==> src/rtl/noc_axilite_req_arbiter.sv <==
// rtl/noc_axilite_req_arbiter.sv - AXI-lite read/write to NoC request arbiter with outstanding tracking
module noc_axilite_req_arbiter #(
    parameter int ADDR_WIDTH      = 64,
    parameter int DATA_WIDTH      = 512,
    parameter int MAX_OUTSTANDING = 16,
    parameter int HALF_SEL_BIT    = 6
) (
    input  logic                    clk,
    input  logic                    rst_n,
    input  logic [ADDR_WIDTH-1:0]   s_axi_araddr,
    input  logic                    s_axi_arvalid,
    output logic                    s_axi_arready,
    input  logic [ADDR_WIDTH-1:0]   s_axi_awaddr,
    input  logic                    s_axi_awvalid,
    output logic                    s_axi_awready,
    input  logic [DATA_WIDTH-1:0]   s_axi_wdata,
    input  logic [DATA_WIDTH/8-1:0] s_axi_wstrb,
    input  logic                    s_axi_wvalid,
    output logic                    s_axi_wready,
    output logic                    req_valid,
    input  logic                    req_ready,
    output logic [1:0]              req_type,
    output logic [ADDR_WIDTH-1:0]   req_addr,
    output logic [DATA_WIDTH-1:0]   req_data,
    output logic [DATA_WIDTH/8-1:0] req_strb,
    output logic                    transaction_type_wr,
    output logic [2:0]              transaction_type_wr_data,
    input  logic                    rsp_done,
    output logic [4:0]              outstanding,
    output logic                    err_underflow
);

    typedef enum logic {
        S_IDLE  = 1'b0,
        S_ISSUE = 1'b1
    } state_t;

    localparam logic [1:0] TYPE_LOAD  = 2'd1;
    localparam logic [1:0] TYPE_STORE = 2'd2;
    localparam logic [4:0] MAX_OUT    = 5'(MAX_OUTSTANDING);

    state_t                  r_state;
    state_t                  w_state_nxt;
    logic [1:0]              r_type;
    logic [ADDR_WIDTH-1:0]   r_addr;
    logic [DATA_WIDTH-1:0]   r_data;
    logic [DATA_WIDTH/8-1:0] r_strb;
    logic [4:0]              r_outstanding;
    logic                    r_err_underflow;
    logic                    r_last_wr;

    logic w_has_room;
    logic w_rd_elig;
    logic w_wr_elig;
    logic w_grant_rd;
    logic w_grant_wr;
    logic w_req_fire;
    logic w_dec;

    // Eligibility looks only at the registered count, so a same-cycle rsp_done cannot open a full slot.
    assign w_has_room = (r_outstanding < MAX_OUT);
    assign w_rd_elig  = (r_state == S_IDLE) && s_axi_arvalid && w_has_room;
    assign w_wr_elig  = (r_state == S_IDLE) && s_axi_awvalid && s_axi_wvalid && w_has_room;
    assign w_req_fire = (r_state == S_ISSUE) && req_ready;
    assign w_dec      = rsp_done && (r_outstanding != 5'd0);

    always_ff @(posedge clk or negedge rst_n) begin
        if (!rst_n) begin
            r_state <= S_IDLE;
        end else begin
            r_state <= w_state_nxt;
        end
    end

    always_comb begin
        w_state_nxt   = r_state;
        w_grant_rd    = 1'b0;
        w_grant_wr    = 1'b0;
        s_axi_arready = 1'b0;
        s_axi_awready = 1'b0;
        s_axi_wready  = 1'b0;
        req_valid     = 1'b0;
        case (r_state)
            S_IDLE: begin
                w_grant_rd    = w_rd_elig && (!w_wr_elig || r_last_wr);
                w_grant_wr    = w_wr_elig && !w_grant_rd;
                s_axi_arready = w_grant_rd;
                s_axi_awready = w_grant_wr;
                s_axi_wready  = w_grant_wr;
                if (w_grant_rd || w_grant_wr) begin
                    w_state_nxt = S_ISSUE;
                end
            end
            S_ISSUE: begin
                req_valid = 1'b1;
                if (req_ready) begin
                    w_state_nxt = S_IDLE;
                end
            end
            default: w_state_nxt = S_IDLE;
        endcase
    end

    always_ff @(posedge clk or negedge rst_n) begin
        if (!rst_n) begin
            r_type    <= 2'd0;
            r_addr    <= '0;
            r_data    <= '0;
            r_strb    <= '0;
            r_last_wr <= 1'b1;
        end else if (w_grant_rd) begin
            r_type <= TYPE_LOAD;
            r_addr <= s_axi_araddr;
            r_data <= '0;
            r_strb <= '0;
        end else if (w_grant_wr) begin
            r_type <= TYPE_STORE;
            r_addr <= s_axi_awaddr;
            r_data <= s_axi_wdata;
            r_strb <= s_axi_wstrb;
        end else if (w_req_fire) begin
            r_last_wr <= (r_type == TYPE_STORE);
        end
    end

    always_ff @(posedge clk or negedge rst_n) begin
        if (!rst_n) begin
            r_outstanding   <= 5'd0;
            r_err_underflow <= 1'b0;
        end else begin
            if (w_req_fire && !w_dec) begin
                r_outstanding <= r_outstanding + 5'd1;
            end else if (!w_req_fire && w_dec) begin
                r_outstanding <= r_outstanding - 5'd1;
            end
            if (rsp_done && (r_outstanding == 5'd0)) begin
                r_err_underflow <= 1'b1;
            end
        end
    end

    assign req_type                 = r_type;
    assign req_addr                 = r_addr;
    assign req_data                 = r_data;
    assign req_strb                 = r_strb;
    assign transaction_type_wr      = w_req_fire;
    assign transaction_type_wr_data = {r_type, r_addr[HALF_SEL_BIT]};
    assign outstanding              = r_outstanding;
    assign err_underflow            = r_err_underflow;

endmodule

==> config.mk <==
export PLATFORM = sky130hd
export DESIGN_NAME = noc_axilite_req_arbiter
export DESIGN_NICKNAME = d
export VERILOG_FILES = /design/src/rtl/noc_axilite_req_arbiter.sv
export SDC_FILE = /design/constraint.sdc
export NUM_CORES = 1
export LEC_CHECK = 0
export ABC_AREA = 0
export CAP_MARGIN = 25
export CORE_AREA = 2 2 540 542
export DETAILED_ROUTE_END_ITERATION = 6
export DIE_AREA = 0 0 542 544
export DONT_BUFFER_PORTS = 1
export GPL_TIMING_DRIVEN = 0
export PLACE_DENSITY = 0.3
export SLEW_MARGIN = 20
export SYNTH_ARGS = -nofsm -noshare
export SYNTH_HDL_FRONTEND = slang
export SYNTH_SLANG_ARGS = --single-unit
==> constraint.sdc <==
create_clock -name clk -period 3.07 [get_ports clk]
set_clock_uncertainty 0.15 [all_clocks]
set_input_delay 0.614 -clock clk [delete_from_list [all_inputs] [get_ports clk]]
set_output_delay 0.614 -clock clk [all_outputs]
set_load 0.03 [all_outputs]
**Word-level counts from Yosys, hierarchy flattened**

Index checks and enable logic that the tools add are counted.

- Logic and storage cells: 54
- Output and inout port bits: 656
- Flip-flop bits (word level): 650
- Bits of input ports: 711

- Add/subtract/negate cells: 2
- Equal/unequal tests: 1
- Bitwise logic cells: 3
- Reductions and logical operators: 23
- Magnitude comparators: 1
- Multiplexer cells: 16

Operators with widths:

| cell | number |
|---|---|
| $mux 512 | 2 |
| $mux 64 | 4 |
| $logic_and 1x1->1 | 12 |
| $mux 5 | 2 |
| $add 5x1->5 const B | 1 |
| $logic_not 5->1 | 1 |
| $lt 5x5->1 const B | 1 |
| $mux 1 | 5 |
| $reduce_bool 5->1 | 1 |
| $sub 5x1->5 const B | 1 |
| $logic_not 1->1 | 4 |
| $mux 2 | 2 |
| $reduce_bool 2->1 | 2 |
| $not 1->1 | 3 |
| $reduce_and 3->1 | 1 |
| $eq 2x2->1 const B | 1 |
| $logic_or 1x1->1 | 2 |
| $pmux 1 s2 | 1 |

**Longest topological paths before layout**

Gate-level depths: netlist (run 1).

- Depth in word-level cells: 12
- Depth in mapped cells: 9
- Mapped depth without buffers: 9

**Worst setup path after synthesis (run 1)**

OpenSTA, ideal clock, no wires.

- Path type: input port to output port
- Start: input port s_axi_wvalid
- End: output port s_axi_wready
- Data required time: 2.306 ns
- Stages on the path: 7
- Setup slack: 0.315 ns
- Path buffers: 5
- Arrival: 1.991 ns
- Cells stage by stage: nor4bb_1 -> buf_4 -> a21boi_2 -> buf_4 -> buf_4 -> buf_4 -> buf_4

- Longest elaborated chain between the ends: 8

RTL lines:

| element | RTL line | text |
|---|---|---|
| from (decl) | 18 | `input logic s_axi_wvalid,` |
| $logic_and 1x1->1 (*) (2 in a row) | 63 | `assign w_wr_elig = (r_state == S_IDLE) && s_axi_awvalid && s_axi_wvalid && w_has_room;` |
| $logic_not 1->1 | 85 | `w_grant_rd = w_rd_elig && (!w_wr_elig \|\| r_last_wr);` |
| $logic_or 1x1->1 | 85 |  |
| $logic_and 1x1->1 | 85 |  |
| $logic_not 1->1 | 86 | `w_grant_wr = w_wr_elig && !w_grant_rd;` |
| $logic_and 1x1->1 (*) | 86 |  |
| $mux 1 (*) | - |  |
| to (decl) | 19 | `output logic s_axi_wready,` |

Every way passes the cells marked *; elsewhere a longest branch is shown, timed or not.

**Worst setup path after layout (run 1)**

- Start: register r_outstanding[4] (netlist: outstanding[4])
- End: output port s_axi_wready

- Longest elaborated chain between the ends: 8
- Elaborated cells on any way between the ends: 9
- Those cells by class: order compare: 1; mux: 1; reduce/logical: 7

RTL lines:

| element | RTL line | text |
|---|---|---|
| from (decl) | 48 | `logic [4:0] r_outstanding;` |
| from (signal assigned) | 132 | `r_outstanding <= r_outstanding + 5'd1;` |
| from (signal assigned) | 134 | `r_outstanding <= r_outstanding - 5'd1;` |
| $lt 5x5->1 (*) | 61 | `assign w_has_room = (r_outstanding < MAX_OUT);` |
| $logic_and 1x1->1 | 63 |  |
| $logic_not 1->1 | 85 |  |
| $logic_or 1x1->1 | 85 |  |
| $logic_and 1x1->1 | 85 |  |
| $logic_not 1->1 | 86 |  |
| $logic_and 1x1->1 (*) | 86 |  |
| $mux 1 (*) | - |  |

Marks and branches as above.

==> metrics.md, run 1 <==
| Metric | Value |
|---|---|
| Peak Freq | 0.287 GHz |
| Final TNS setup | -0.685 ns |
| Clk buf depth | 4 |
| CTS Hold Bufs | 706 |
| GR Layer Usage met2 | 19.1% |
| Number of enable flip-flop cells after synthesis | 0 |
| Most frequent cells after synthesis | dfrtp_1, a22o_1, clkbuf_1, buf_2, inv_1 |
| Crit path top cell by count | buf_16 |
| Hold crit path type | input pin to async pin |
| Switching Share | 49.2% |
| Vias in the first global route | 20532 |
| Clock Power Share | 23.0% |
| Measured slew at the worst slew-check pin | 1.04 ns |
| Flop2flop setup slack | 0.09 ns |
| Most common cell in the netlist | dfrtp_1 |
| DP HPWL | 156000 um |
| Reg2reg path depth | 9 |
| Syn_area_per_cell | 14.9 um^2 |
| GR Overflow Total | 0 |
| Clock-pin slew on the worst setup and hold paths | 0.06 ns |
| Flop pwr share | 57.9% |
| Worst IR Drop VDD | 417 uV |
| CTS tree | done |
| Status | finished with violations |
| DR vias | 20024 |
| Yosys warning count | 0 |
| Reg-to-reg startpoint | outstanding[4]$_DFFE_PN0P_ |
| Syn nets | 2287 |
| Global Route Usage Sum | 12.1% |
| Slew Viols, Final | 0 |
| Sink Count | 650 |
| Syn-to-layout area delta | 64.8% |
| Placed insts | 5377 |
| Critical path depth in cells | 7 |
| Crit path capture | s_axi_wready |
| R2r endpoint | req_addr[30]$_DFFE_PN0P_ |
| Routed WL per cell | 29.6 um |
| Int Power | 21.8 mW |
| Critical path endpoint category | primary output |
| Normalized max-slew margin | 30.9% |
| Yosys cell types | 31 |
| Sequential share of the synthesized area | 69.7% |
| Area of the core | 289000 um^2 |
| Chip width | 542 um |
| # rows | 198 |
| Die ar. | 295000 um^2 |
| Worst-Skew Late Latency | 0.77 ns |
| H-tree Lvls | 3 |
| Comb pwr share | 19.1% |
| Layout fillers | 32373 |
| CP startpoint | outstanding[4]$_DFFE_PN0P_ |
| Layout cells sized above 1 | 9.33% |
| CTS Root Buffer Type | clkbuf_16 |
| Largest net degree at the start of global routing | 147 |
| Fin Hold WS | -0.603 ns |
| PD cells | 1120 nW/um^2 |
| Final-stage net count | 3091 |
| Initial Utilization | 8.06% |
| Critical-path cell list | nor4bb_1, bufbuf_16, a21boi_4, buf_12, buf_16, buf_16, buf_8 |
| CP arrival | 2.73 ns |
| First-pass GRT wire length | 232000 um |
| Cell Area, Synth | 23300 um^2 |
| Routing usage on met3 | 6.16% |
| CP top delay family | buffers and inverters |
| Die Y | 544 um |
| Final setup vio count | 2 |
| Yosys reg bits | 650 |
| Via/cell ratio | 3.16 |
| Mapped Cells | 1570 |
| Initial antenna violation count | 170 |
| Initial DRC count | 1807 |
| DRT antenna net count | 0 |
| First drt pass iteration count | 7 |
| Worst Setup Path Type | flop to primary output |
| Top Ports | 1367 |
| Critical path buffer and inverter count | 5 |
| Synth Flop Type | dfrtp_1 |
| Unrepaired setup endpoints after global routing | yes |
| Routing usage on met1 | 13.6% |
| RD Place Congestion | 1.01 |
| Failing checks | design-rule violations, negative hold slack, negative setup slack |
| WP data required | 2.31 ns |
| Largest area contributor in the netlist | dfrtp_1 |
| Hold Violations, Final | 377 |
| Worst Path Max Fanout | 6 |
| DRC | 12 |
| Final Cycle Share | 114% |
| # port buffers | 0 |
| CP peak stage delay | 0.52 ns |
| GR peak layer | met2 |
| Startpoint Class | flop |
| LEAKAGE | 16.4 nW |
| Slowest stage cell, crit path | dfrtp_2 |
| Final worst slack | -0.419 ns |
| MaxCap Viol Count | 0 |
| FFs w/ async S/R, synth | 100% |
| Non-Filler Instances | 6328 |
| CTS buffer count | 84 |
| DP Worst Slack | -1.32 ns |
| Synth area leaders | dfrtp_1, a22o_1, a222oi_1 |
| Crit path time final | 3.49 ns |
| Post-Route WL | 188000 um |
| Top cell type's share of synthesized area | 69.6% |
| NetSw | 21.1 mW |
==> through the flow <==
stage,hold WS [ns],area (um^2),util (%),power (mW)
floorplan,0.168,23300,-,26.1
global placement,0.190,28100,9.70,31.9
detailed placement,0.172,28300,9.77,31.9
CTS,-0.696,38200,13.2,43.5
global route,-0.680,38300,13.2,44.8
finish,-0.603,38400,13.3,43.0
==> power groups by stage <==
stage	registers, mW	logic, mW	clock network (mW)
detailed placement	25.1	6.86	0
global placement	25.3	6.60	0
finish	24.9	8.20	9.88
floorplan	21.2	4.89	0
CTS	25.0	8.27	10.3
global route	25.2	8.98	10.5
==> repair_timing <==
item | CTS | global route
resized for setup | 34 | 8
setup endpoints to repair | 628 | 18
cloned | 1 | 0
pin swaps | 1 | 1
hold endpoints to repair | 1019 | 377
buffers inserted | 5 | 0
==> sequential cells by signal, summed over array words and instances (netlist names) <==
name,count
req_strb,64
r_last_wr,1
req_type,2
err_underflow,1
req_addr,64
r_state,1
req_data,512
outstanding,5
==> logic make-up after synthesis <==
family / count (synthesis) / share of synthesized area [%]
adders and majority gates: 6 / 0.354
AOI/OAI and AO/OA: 653 / 24.4
and+or+nand+nor: 34 / 0.670
muxes: 16 / 0.687
xor gates and xnor gates: 4 / 0.150
DFF: 650 / 69.7
buffers and inverters: 207 / 3.97
==> cell type report <==
| type | instances | area [um^2] | area share, % |
|---|---|---|---|
| clock inverter | 18 | 245 | 0.638 |
| tap | 3800 | 4750 | 12.4 |
| inverter | 53 | 199 | 0.518 |
| sequential | 650 | 16300 | 42.3 |
| timing repair buffer | 719 | 7300 | 19.0 |
| clock buffer | 127 | 2410 | 6.28 |
| antenna | 95 | 238 | 0.618 |
| buffer | 153 | 877 | 2.28 |
| multi-input combinational | 713 | 6140 | 16.0 |
==> per-layer routing <==
| metal | wire length [um] | part of all wire [%] |
|---|---|---|
| met5 | 653 | 0.35 |
| met4 | 9150 | 4.9 |
| met2 | 83400 | 44 |
| met1 | 70800 | 38 |
| met3 | 23700 | 13 |
==> how the worst min path moves through the flow <==
stage               startpoint                   endpoint  slack, ns  cells after the start
CTS                      rst_n   req_data[75]$_DFFE_PN0P_      -0.70                      0
global placement         rst_n   req_data[75]$_DFFE_PN0P_       0.19                      0
floorplan                rst_n  err_underflow$_DFFE_PN0P_       0.17                      0
detailed placement       rst_n   req_data[75]$_DFFE_PN0P_       0.17                      0
global route             rst_n   req_data[75]$_DFFE_PN0P_      -0.68                      0
finish                   rst_n   req_data[75]$_DFFE_PN0P_      -0.60                      0
==> layout by cell type (no fill, tap or decap), drive strengths merged <==
master         n
dlygate4sd3  706
dfrtp        649
a22o         576
clkbuf       206
diode         95
buf           85
inv           55
a222oi        49
nand2         19
o21ai         19
mux2i         16
clkinv        12
nor2           5
ha             5
bufinv         4
a21oi          3
xnor2          3
o21bai         2
nor2b          2
and2           2
bufbuf         2
nand3          1
xor2           1
a31o           1
nand3b         1
and3           1
a21o           1
or4            1
o211a          1
nor4bb         1
a21boi         1
nor3           1
fa             1
dfstp          1
(Power assumes the default switching activity.)
==> run 2, diff against run 1 <==
--- a/config.mk
+++ b/config.mk
@@ -13,7 +13,7 @@
 export DONT_BUFFER_PORTS = 1
 export GPL_TIMING_DRIVEN = 0
 export PLACE_DENSITY = 0.3
-export SLEW_MARGIN = 20
+export SLEW_MARGIN = 10
 export SYNTH_ARGS = -nofsm -noshare
 export SYNTH_HDL_FRONTEND = slang
 export SYNTH_SLANG_ARGS = --single-unit
==> metrics.md, run 2 (synthesis gave the netlist of run 1 again) <==
| Metric | Value |
|---|---|
| Status | finished with violations |
| Initial Utilization | 8.06% (unchanged) |
| Non-Filler Instances | 6333 (+0.079%) |
| Clk buf depth | 4 (unchanged) |
| Initial DRC count | 1850 (+2.4%) |
| Die Y | 544 um (unchanged) |
| Largest net degree at the start of global routing | 158 (+7.5%) |
| CP peak stage delay | 0.51 ns (about the same) |
| Critical path endpoint category | primary output |
| Routed WL per cell | 29.6 um (-0.11%) |
| Peak Freq | 0.292 GHz (+2.0%) |
| DRC | 5 (-7) |
| DRT antenna net count | 0 (unchanged) |
| H-tree Lvls | 3 (unchanged) |
| GR Overflow Total | 0 (unchanged) |
| Top Ports | 1367 (unchanged) |
| # rows | 198 (unchanged) |
| Unrepaired setup endpoints after global routing | yes |
| Global Route Usage Sum | 12.1% (-0.022 points) |
| Placed insts | 5381 (+0.074%) |
| RD Place Congestion | 1.01 (unchanged) |
| Final Cycle Share | 111% (-2.2 points) |
| Startpoint Class | flop |
| CTS buffer count | 85 (+1.2%) |
| DP HPWL | 156000 um (+0.35%) |
| Chip width | 542 um (unchanged) |
| Measured slew at the worst slew-check pin | 1.07 ns (+0.0348 ns) |
| Worst IR Drop VDD | 602 uV (+44%) |
| Clock-pin slew on the worst setup and hold paths | 0.06 ns (about the same) |
| Final setup vio count | 2 (unchanged) |
| MaxCap Viol Count | 0 (unchanged) |
| Area of the core | 289000 um^2 (unchanged) |
| CTS tree | done |
| Largest register FFs | 512 (unchanged) |
| Layout cells sized above 1 | 10.2% (+0.89 points) |
| Critical-path cell list | nor4bb_2, bufbuf_16, a21boi_4, buf_12, buf_16, buf_8 |
| Vias in the first global route | 20380 (-0.74%) |
| Worst-Skew Late Latency | 0.78 ns (about the same) |
| Worst Path Max Fanout | 6 (unchanged) |
| Die ar. | 295000 um^2 (unchanged) |
| Layout fillers | 32329 (-0.14%) |
| Final-stage net count | 3097 (+0.19%) |
| LEAKAGE | 16.5 nW (+0.69%) |
| CP arrival | 2.66 ns (-0.07 ns) |
| Post-Route WL | 188000 um (about the same) |
| Hold crit path type | input pin to flop |
| Normalized max-slew margin | 28.5% (-2.3 points) |
| Slew Viols, Final | 0 (unchanged) |
| CTS Root Buffer Type | clkbuf_16 |
| First drt pass iteration count | 7 (unchanged) |
| WP data required | 2.31 ns (about the same) |
| DR vias | 20172 (+0.74%) |
| Initial antenna violation count | 168 (-1.2%) |
| Sink Count | 650 (unchanged) |
| Commonest non-fill, non-tap cells in the layout | dlygate4sd3_1, dfrtp_1, a22o_1 |
| Failing checks | design-rule violations, negative setup slack |
| Syn-to-layout area delta | 65.6% |
| PD cells | 1120 nW/um^2 (+0.38%) |
| Fin Hold WS | 0.212 ns (+0.814 ns) |
| Slowest stage cell, crit path | dfrtp_2 |
| # port buffers | 0 (unchanged) |
| Hold Violations, Final | 0 (-100%) |
| Commonest non-fill, non-tap cell in the layout | dlygate4sd3_1 |
| Worst Setup Path Type | flop to primary output |
| Crit path time final | 3.42 ns (-0.0671 ns) |
| First-pass GRT wire length | 232000 um (-0.12%) |
| Final worst slack | -0.352 ns (+0.0671 ns) |
| DP Worst Slack | -1.37 ns (-0.0569 ns) |
| Via/cell ratio | 3.19 (+0.66%) |
run 2: routing by layer:
layer  vias up  wire length (um)  GRT usage [%]
met2      1532             82000           18.6
met1     10156             71000           13.7
met4       106             10800           6.27
met3       510             23100           5.93
met5         -               718         0.0325
li1       7868                 -              -
run 2: final cells by class:
type	count	area, um^2	area share, %
buffer	152	873	2.26
multi-input combinational	713	6150	15.9
antenna	97	243	0.628
clock buffer	122	2460	6.36
clock inverter	21	320	0.829
timing repair buffer	725	7370	19.1
inverter	53	199	0.515
sequential	650	16300	42.1
tap	3800	4750	12.3
run 2: critical path, delay by kind of cell (launching register included):
| family | cells | cell delay, ns |
|---|---|---|
| and+or+nand+nor | 1 | 0.32 |
| AOI/OAI and AO/OA | 1 | 0.24 |
| buffers and inverters | 4 | 0.77 |
| DFF | 1 | 0.51 |
run 2: final timing paths:
kind	depth (start not counted)	end	slack, ns	startpoint
min reg2reg	1	outstanding[4]$_DFFE_PN0P_	0.53	outstanding[4]$_DFFE_PN0P_
max	6	s_axi_wready	-0.35	r_state$_DFF_PN0_
max in group asynchronous	4	req_data[366]$_DFFE_PN0P_	0.45	rst_n
min in group asynchronous	2	req_data[75]$_DFFE_PN0P_	0.28	rst_n
max reg2reg	8	req_data[117]$_DFFE_PN0P_	0.15	r_state$_DFF_PN0_
min	4	outstanding[1]$_DFFE_PN0P_	0.21	rsp_done
run 2: report_power, final:
group / switching, mW / internal (mW)
clock: 4.21 / 6.05
combinational: 4.12 / 4.03
sequential: 13.0 / 12.0
run 2: metrics by stage:
step | total power [mW] | utilization (%) | setup TNS, ns | cell area (um^2)
floorplan | 26.1 | - | 0 | 23300
global placement | 31.9 | 9.70 | -681.96 | 28100
detailed placement | 32.0 | 9.78 | -379.53 | 28300
CTS | 43.8 | 13.3 | -1.07 | 38400
global route | 45.0 | 13.3 | -0.834 | 38500
finish | 43.4 | 13.4 | -0.551 | 38600
run 2: repair_timing:
action	in CTS	in global routing
pin swaps	1	1
hold buffers	708	0
cloned	1	0
endpoints found under the setup margin	628	9
hold endpoints to repair	1000	0
buffers inserted	4	1
resized for setup	51	8
